===== src/rtl/arbitro_pkg.sv =====
// Shared sizing and helpers for the round-robin FIFO drain arbiter.
package arbitro_pkg;

    localparam int FIFO_UNITS = 4;
    localparam int INDEX      = 2;
    localparam int DATA_WIDTH = 6;
    localparam int PTR_W      = INDEX;

    // The destination index sits in the top INDEX bits of every FIFO word.
    function automatic logic [INDEX-1:0] dest_of(input logic [DATA_WIDTH-1:0] word);
        return word[DATA_WIDTH-1 -: INDEX];
    endfunction

endpackage


===== src/rtl/arbitro_rr_sel.sv =====
// Round-robin search: rotate the eligible vector by rr_ptr, take the lowest set bit,
// then rotate the result back into absolute FIFO numbering.
module arbitro_rr_sel
    import arbitro_pkg::*;
(
    input  logic [FIFO_UNITS-1:0] eligible,
    input  logic [PTR_W-1:0]      rr_ptr,
    output logic [FIFO_UNITS-1:0] gnt_onehot,
    output logic [INDEX-1:0]      gnt_idx,
    output logic                  gnt_valid
);

    logic [FIFO_UNITS-1:0] rot_s;
    logic [INDEX-1:0]      enc_s;
    logic                  found_s;

    // rotate, priority-encode, unrotate
    always_comb begin
        rot_s   = {FIFO_UNITS{1'b0}};
        enc_s   = {INDEX{1'b0}};
        found_s = 1'b0;
        for (int i = 0; i < FIFO_UNITS; i++) begin
            rot_s[i] = eligible[rr_ptr + PTR_W'(i)];
        end
        for (int i = 0; i < FIFO_UNITS; i++) begin
            if (!found_s && rot_s[i]) begin
                found_s = 1'b1;
                enc_s   = INDEX'(i);
            end else begin
                found_s = found_s;
            end
        end
        gnt_valid = found_s;
        gnt_idx   = enc_s + rr_ptr;
        if (found_s) begin
            gnt_onehot = {{(FIFO_UNITS-1){1'b0}}, 1'b1} << gnt_idx;
        end else begin
            gnt_onehot = {FIFO_UNITS{1'b0}};
        end
    end

endmodule


===== src/rtl/arbitro_rr.sv =====
// Round-robin arbiter draining four input FIFOs into destination FIFOs; pops are
// combinational, the forwarded word/push appear registered one cycle later.
module arbitro_rr
    import arbitro_pkg::*;
(
    input  logic                  clk,
    input  logic                  reset,
    input  logic                  active,
    input  logic                  empty_0,
    input  logic                  empty_1,
    input  logic                  empty_2,
    input  logic                  empty_3,
    input  logic [DATA_WIDTH-1:0] data_in_0,
    input  logic [DATA_WIDTH-1:0] data_in_1,
    input  logic [DATA_WIDTH-1:0] data_in_2,
    input  logic [DATA_WIDTH-1:0] data_in_3,
    input  logic [FIFO_UNITS-1:0] afull_out,
    output logic                  pop_0,
    output logic                  pop_1,
    output logic                  pop_2,
    output logic                  pop_3,
    output logic                  push,
    output logic [INDEX-1:0]      dest,
    output logic [DATA_WIDTH-1:0] data_out,
    output logic [INDEX-1:0]      grant_idx
);

    logic [DATA_WIDTH-1:0] data_arr_s [FIFO_UNITS];
    logic [FIFO_UNITS-1:0] empty_s;
    logic [FIFO_UNITS-1:0] elig_s;
    logic [FIFO_UNITS-1:0] gnt_onehot_s;
    logic [INDEX-1:0]      gnt_idx_s;
    logic                  gnt_valid_s;

    logic                  push_q,  push_d;
    logic [INDEX-1:0]      dest_q,  dest_d;
    logic [DATA_WIDTH-1:0] data_q,  data_d;
    logic [INDEX-1:0]      grant_q, grant_d;
    logic [PTR_W-1:0]      ptr_q,   ptr_d;

    assign data_arr_s[0] = data_in_0;
    assign data_arr_s[1] = data_in_1;
    assign data_arr_s[2] = data_in_2;
    assign data_arr_s[3] = data_in_3;
    assign empty_s       = {empty_3, empty_2, empty_1, empty_0};

    // A FIFO competes only if its head can be accepted; reset kills pops the same cycle.
    always_comb begin
        elig_s = {FIFO_UNITS{1'b0}};
        for (int k = 0; k < FIFO_UNITS; k++) begin
            elig_s[k] = active & ~reset & ~empty_s[k] & ~afull_out[dest_of(data_arr_s[k])];
        end
    end

    arbitro_rr_sel u_sel (
        .eligible   (elig_s),
        .rr_ptr     (ptr_q),
        .gnt_onehot (gnt_onehot_s),
        .gnt_idx    (gnt_idx_s),
        .gnt_valid  (gnt_valid_s)
    );

    assign pop_0 = gnt_onehot_s[0];
    assign pop_1 = gnt_onehot_s[1];
    assign pop_2 = gnt_onehot_s[2];
    assign pop_3 = gnt_onehot_s[3];

    // Next-state for the output stage and the round-robin pointer.
    always_comb begin
        push_d  = gnt_valid_s;
        dest_d  = dest_q;
        data_d  = data_q;
        grant_d = grant_q;
        ptr_d   = ptr_q;
        if (gnt_valid_s) begin
            data_d  = data_arr_s[gnt_idx_s];
            dest_d  = dest_of(data_arr_s[gnt_idx_s]);
            grant_d = gnt_idx_s;
            ptr_d   = gnt_idx_s + PTR_W'(1);
        end else begin
            ptr_d   = ptr_q;
        end
    end

    // Output and pointer registers.
    always_ff @(posedge clk) begin
        if (reset) begin
            push_q  <= 1'b0;
            dest_q  <= {INDEX{1'b0}};
            data_q  <= {DATA_WIDTH{1'b0}};
            grant_q <= {INDEX{1'b0}};
            ptr_q   <= {PTR_W{1'b0}};
        end else begin
            push_q  <= push_d;
            dest_q  <= dest_d;
            data_q  <= data_d;
            grant_q <= grant_d;
            ptr_q   <= ptr_d;
        end
    end

    assign push      = push_q;
    assign dest      = dest_q;
    assign data_out  = data_q;
    assign grant_idx = grant_q;

endmodule


===== config.mk =====
export PLATFORM = sky130hd
export DESIGN_NAME = arbitro_rr
export DESIGN_NICKNAME = d
export VERILOG_FILES = /design/src/rtl/arbitro_pkg.sv /design/src/rtl/arbitro_rr_sel.sv /design/src/rtl/arbitro_rr.sv
export SDC_FILE = /design/constraint.sdc
export NUM_CORES = 1
export LEC_CHECK = 0
export ABC_AREA = 0
export CORE_MARGIN = 4
export CORE_UTILIZATION = 23
export DETAILED_ROUTE_END_ITERATION = 8
export MAX_ROUTING_LAYER = met4
export PLACE_DENSITY = 0.52
export SYNTH_ARGS = -nofsm -noshare
export SYNTH_HDL_FRONTEND = slang
export SYNTH_SLANG_ARGS = --single-unit

===== constraint.sdc =====
create_clock -name clk -period 7.4 [get_ports clk]
set_clock_uncertainty 0.05 [all_clocks]
set_input_delay 1.11 -clock clk [delete_from_list [all_inputs] [get_ports clk]]
set_output_delay 1.11 -clock clk [all_outputs]
set_load 0.1 [all_outputs]

==> results.md, run 1 <==
- MaxCap Viol Count: 0
- Cell Area, Synth: 1210 um2
- CTS tree: yes
- Post-synthesis sequential area ratio: 18.2%
- Die area: 6490 um2
- Power Total: 568 uW
- Largest net degree at the start of global routing: 32
- Num CTS Buffers: 3
- Filler Cells Inserted: 553
- Post-DRT Antenna Nets: 0
- CP Class: in -> out
- Post-CTS Setup Repair Bufs: 0
- Distinct cells, synth: 35
- Fin crit period: 5.71 ns
- Routed vias: 1,176
- GR Util All Layers: 10.2%
- Root Buffer: clkbuf_8
- Peak Freq: 175 MHz
- Setup_tns: 0 ns
- P per Cell Area: 325 nW/um2
- # H-tree levels: 1
- Synth Register Bits: 11
- Cell area after layout: 1750 um2
- Initial DRT Pass Iterations: 4
- Final setup margin: 1.69 ns
- Worst vdd ir: 0.128 mV
- Non-Filler Instances: 255
- CTS sink count: 11
- Share of post-route cells with drive strength above 1: 9.19%
- Core area: 5110 um2
- Placer Congestion: 0.673
- Worst EP arrival: 4.55 ns
- # diodes: 0
- Placed Instances: 251
- Starting Density: 23.7%
- Vias in the first global route: 1,084
- Syn avg cell area: 8.35 um2
- Synth warn: 0
- Status: finished, final reports clean
- Unrepaired setup endpoints after global routing: false
- Post_cts resized: 0
- Clock transition at path regs: 0.05 ns
- Routed length per instance: 12.1 um
- Tightest Pin Transition: 1.02 ns
- Gr ovfl total: 0
- Final setup vio count: 0
- Clk_lat worst skew: 0.23 ns
- Relative slew slack: 31.2%
- Max-slew violations: 0
- Rows: 26
- First-pass GRT wire length: 5080 um
- Placed Area: 1700 um2
- Worst Path Required: 6.24 ns
- Die height: 80.6 um
- Setup WS pre-CTS: 1.63 ns
- Most common cell after layout, fill and taps aside: clkdlybuf4s50_1
- CP max FO: 17
- Pleak: 0.000647 uW
- 1st-iter DRT viols: 55
- Final Cycle Share: 77.2%
- Drt drc: 0
- Ports: 50
- DP HPWL: 2430 um
- Initial antenna violation count: 0
- DIE WIDTH: 80.6 um
- Final Hold Viols: 0
- P&R area growth vs syn: 44.2%
- Final WL: 3090 um
- Net Count, Synth: 185
- Commonest cells after routing, fill and taps aside: clkdlybuf4s50_1 (45), nor3_1 (25), mux2i_1 (24), nand2_1 (12), dfxtp_1 (11)
- Final #Nets: 226
- Critical path endpoint category: output port
- Cells after Synth: 145
- Clock buffer depth: 2
- Port bufs: 49
- CTS Hold Bufs: 0
- Hold/Removal Path Class: reg -> reg
- Startpoint types: primary input
- Vias per inst: 4.61
layout make-up:
class	count	area [um2]	share of cell area, %
multi-input combinational	117	895	51.2
inverter	3	11.3	0.645
sequential	11	220	12.6
timing repair buffer	50	488	27.9
clock buffer	4	45.0	2.58
tap	70	87.6	5.01
per-layer routing:
layer	global-route usage (%)	vias up	routed length [um]
met3	3.48	2	189
met4	1.52	0	6
li1	-	615	-
met2	16.2	31	1480
met1	12.9	528	1420
met5	-	-	0
per-stage QoR:
step                utilization (%)  hold WS (ns)
floorplan                         -         0.571
global placement               33.3         0.400
detailed placement             33.3         0.398
CTS                            34.2         0.405
global route                   34.2         0.453
finish                         34.2         0.404
cells in the mapped netlist:
library cell / instances / area [um2]
xnor2_1: 2 / 17.5
o32ai_1: 1 / 8.76
nor2_1: 5 / 18.8
clkbuf_1: 8 / 30.0
a32o_2: 1 / 11.3
nand3b_1: 3 / 22.5
o311ai_0: 1 / 8.76
mux4_2: 4 / 90.1
nand3_1: 9 / 45.0
and3_1: 4 / 25.0
buf_6: 1 / 11.3
o32ai_2: 1 / 16.3
xor2_1: 1 / 8.76
nand2_1: 12 / 45.0
or3_1: 2 / 12.5
inv_1: 3 / 11.3
nor2b_1: 2 / 12.5
o21ai_0: 2 / 10.0
o31ai_1: 1 / 7.51
buf_2: 1 / 5.00
o2111ai_1: 1 / 8.76
o22ai_1: 1 / 6.26
buf_4: 2 / 15.0
nor3_4: 2 / 32.5
nand2b_1: 3 / 18.8
mux2i_1: 24 / 240
buf_12: 1 / 20.0
nor3_1: 25 / 125
a2111o_1: 1 / 11.3
o21ai_1: 1 / 5.00
ha_1: 5 / 62.6
buf_1: 1 / 3.75
a21oi_1: 2 / 10.0
nor2b_4: 1 / 13.8
dfxtp_1: 11 / 220
report_power, final:
| group | internal (uW) | switching, uW |
|---|---|---|
| clock | 37.9 | 23.0 |
| sequential | 76.8 | 18.0 |
| combinational | 132 | 280 |
| total | 247 | 321 |
critical path: stages:
cell	delay, ns
clkdlybuf4s50_1	0.50
mux4_2	0.51
or3_1	0.42
nand3_1	0.12
o311ai_0	0.12
o21ai_0	0.11
nand3_1	0.10
ha_1	0.82
inv_1	0.15
ha_1	0.23
and3_1	0.14
buf_4	0.23
state kept, by name, summed over array words and instances (netlist names):
register,flops
data_out,4
ptr_q,2
grant_idx,2
push,1
dest,2
path summary, 6_finish.rpt:
path	startpoint	to	slack (ns)	depth (start not counted)
setup / recovery	data_in_3[4]	pop_0	1.69	12
hold / removal	grant_idx[0]$_SDFFE_PP0P_	grant_idx[0]$_SDFFE_PP0P_	0.40	2
setup reg to reg	ptr_q[0]$_SDFFE_PP0P_	data_out[1]$_SDFFE_PP0P_	4.78	8
hold reg to reg	grant_idx[0]$_SDFFE_PP0P_	grant_idx[0]$_SDFFE_PP0P_	0.40	2
cells by family after synthesis:
family | synth area share, %
AOI/OAI and AO/OA | 8.58
xor gates and xnor gates | 2.17
adders and majority gates | 5.17
muxes | 27.3
DFF | 18.2
and+or+nand+nor | 30.7
buffers and inverters | 7.95
Power figures use the tool's default switching activity.
==> run 2: changes to the inputs <==
PLACE_DENSITY = 0.54   (was 0.52)
clock period = 5.2 ns   (was 7.4 ns; I/O delays follow)
==> run 2 against run 1 <==
Against the previous run:
- total power rose by 48%
- hold slack got worse by 0.00089 ns
- global-route usage grew 0.16 points
- worst setup slack worse by 1.4 ns
- first-iteration DRC count shrank 22%
- combinational power increased by 50%
- final area up 4.2%
- critical path type unchanged
==> results.md, run 2 (synthesized netlist as in run 1, its figures left out) <==
- Status: finished, final reports clean (unchanged)
- # diodes: 0 (unchanged)
- Setup_tns: 0 ns (unchanged)
- Clk_lat worst skew: 0.24 ns (was 0.23 ns)
- First-pass GRT wire length: 5200 um (was 5080 um)
- RR Endpoint: dest[0]$_SDFFE_PP0P_ (was data_out[1]$_SDFFE_PP0P_)
- Startpoint types: primary input (unchanged)
- Relative slew slack: 34.9% (was 31.2%)
- Die area: 6490 um2 (unchanged)
- Peak Freq: 205 MHz
- Combinational Power Share: 73.6% (was 72.6%)
- Vias per inst: 4.59 (was 4.61)
- DIE WIDTH: 80.6 um (unchanged)
- Rows: 26 (unchanged)
- Root Buffer: clkbuf_8 (unchanged)
- Final setup vio count: 0 (unchanged)
- Vias in the first global route: 1,154 (was 1,084)
- P&R area growth vs syn: 50.2% (was 44.2%)
- Worst EP arrival: 4.04 ns (was 4.55 ns)
- CTS sink count: 11 (unchanged)
- Unrepaired setup endpoints after global routing: false (unchanged)
- Internal power: 375 uW (was 247 uW)
- Critical path endpoint category: output port (unchanged)
- 1st-iter DRT viols: 43 (was 55)
- Placed Area: 1770 um2 (was 1700 um2)
- Worst R2R Start: ptr_q[0]$_SDFFE_PP0P_ (unchanged)
- Gr ovfl total: 0 (unchanged)
- Commonest cells after routing, fill and taps aside: clkdlybuf4s50_1 (45), nor3_1 (25), mux2i_1 (24), nand2_1 (12), dfxtp_1 (11) (unchanged)
- Worst reg2reg path depth: 9 (was 8)
- Switching power: 465 uW (was 321 uW)
- Cell area after layout: 1820 um2 (was 1750 um2)
- Share of post-route cells with drive strength above 1: 10.6% (was 9.19%)
- Core area: 5110 um2 (unchanged)
- DP HPWL: 2490 um (was 2430 um)
- Post-DRT Antenna Nets: 0 (unchanged)
- Final #Nets: 229 (was 226)
- Initial DRT Pass Iterations: 4 (unchanged)
- Routed length per instance: 12.2 um (was 12.1 um)
- GR Util All Layers: 10.4% (was 10.2%)
- Routed vias: 1,185 (was 1,176)
- Pleak: 0.000673 uW (was 0.000647 uW)
- CTS tree: yes (unchanged)
- Hold/Removal Path Class: reg -> reg (unchanged)
- Port bufs: 49 (unchanged)
- Initial antenna violation count: 0 (unchanged)
- Clock transition at path regs: 0.05 ns (about the same)
- Reg power frac: 16.1% (was 16.7%)
- Drt drc: 0 (unchanged)
- Hold Path End: grant_idx[0]$_SDFFE_PP0P_ (unchanged)
- Num CTS Buffers: 3 (unchanged)
- # H-tree levels: 1 (unchanged)
- Post-CTS Setup Repair Bufs: 0 (unchanged)
- Clock buffer depth: 2 (unchanged)
- Final WL: 3150 um (was 3090 um)
- Post_cts resized: 0 (unchanged)
- CP max FO: 7 (was 17)
- Most common cell after layout, fill and taps aside: clkdlybuf4s50_1 (unchanged)
- Worst Hold Launch: grant_idx[0]$_SDFFE_PP0P_ (unchanged)
- CP Class: in -> out (unchanged)
- Die height: 80.6 um (unchanged)
- Fin crit period: 4.87 ns
- Starting Density: 23.7% (unchanged)
- P per Cell Area: 462 nW/um2 (was 325 nW/um2)
- Max-slew violations: 0 (unchanged)
- WHS Path Cells: 2 (unchanged)
- Final Cycle Share: 93.6%
- Largest net degree at the start of global routing: 32 (unchanged)
- Worst vdd ir: 0.205 mV (was 0.128 mV)
- Sw frac: 55.4% (was 56.5%)
- Final Hold Viols: 0 (unchanged)
- Clk pwr share: 10.3% (was 10.7%)
- MaxCap Viol Count: 0 (unchanged)
- R2R setup slack: 2.72 ns (was 4.78 ns)
- Placer Congestion: 0.722 (was 0.673)
- Worst Path Required: 4.37 ns (was 6.24 ns)
- Tightest Pin Transition: 0.974 ns (was 1.02 ns)
- Ports: 50 (unchanged)
- Hold_ws: 0.403 ns (was 0.404 ns)
- Filler Cells Inserted: 531 (was 553)
- CTS Hold Bufs: 0 (unchanged)
- Max FFs per register: 4 (unchanged)
run 2: how the worst max path moves through the flow:
stage	startpoint	end	slack, ns	cells after the start
after floorplan	data_in_3[4]	pop_0	0.43	11
after global placement	data_in_3[4]	pop_2	0.40	12
after detailed placement	data_in_3[4]	pop_3	0.34	13
after CTS	data_in_3[4]	pop_3	0.33	13
after global routing	data_in_3[4]	pop_3	0.06	13
final	data_in_3[4]	pop_2	0.33	13
run 2: final cells by class:
| cell class | count | area (um2) | share of cell area [%] |
|---|---|---|---|
| well taps | 70 | 87.6 | 4.81 |
| flip-flops and latches | 11 | 220 | 12.1 |
| clock buffers | 4 | 45.0 | 2.48 |
| multi-input cells | 117 | 895 | 49.2 |
| repair buffers | 53 | 561 | 30.8 |
| inverters | 3 | 11.3 | 0.619 |
run 2: critical path, stage by stage:
cell	delay, ns
clkdlybuf4s50_1	0.50
mux4_2	0.51
or3_1	0.42
o311ai_0	0.31
o21ai_0	0.14
nand3_1	0.10
ha_1	0.19
xor2_1	0.23
xnor2_1	0.22
inv_1	0.11
ha_1	0.18
and3_1	0.17
buf_12	0.17
run 2: power by group through the flow:
stage / Clock, uW / Combinational (uW) / Sequential [uW]
after floorplan: 0 / 351 / 256
after global placement: 0 / 626 / 138
after detailed placement: 0 / 627 / 137
after CTS: 89.5 / 628 / 136
after global routing: 94.6 / 667 / 140
final: 86.6 / 618 / 135
run 2: metrics by stage:
step / std cells / worst slack [ns] / total power (uW) / utilization, %
after floorplan: 145 / 0.431 / 607 / -
after global placement: 254 / 0.403 / 764 / 34.7
after detailed placement: 254 / 0.336 / 764 / 34.7
after CTS: 258 / 0.326 / 854 / 35.6
after global routing: 258 / 0.0619 / 901 / 35.6
final: 258 / 0.333 / 840 / 35.6
run 2: routing by layer:
layer	part of all wire, %	global-route usage, %	up-vias
li1	-	-	621
met1	45	11.8	535
met2	49	18.5	27
met3	5.3	3.36	2
met4	0.32	0.845	0
met5	0	-	-
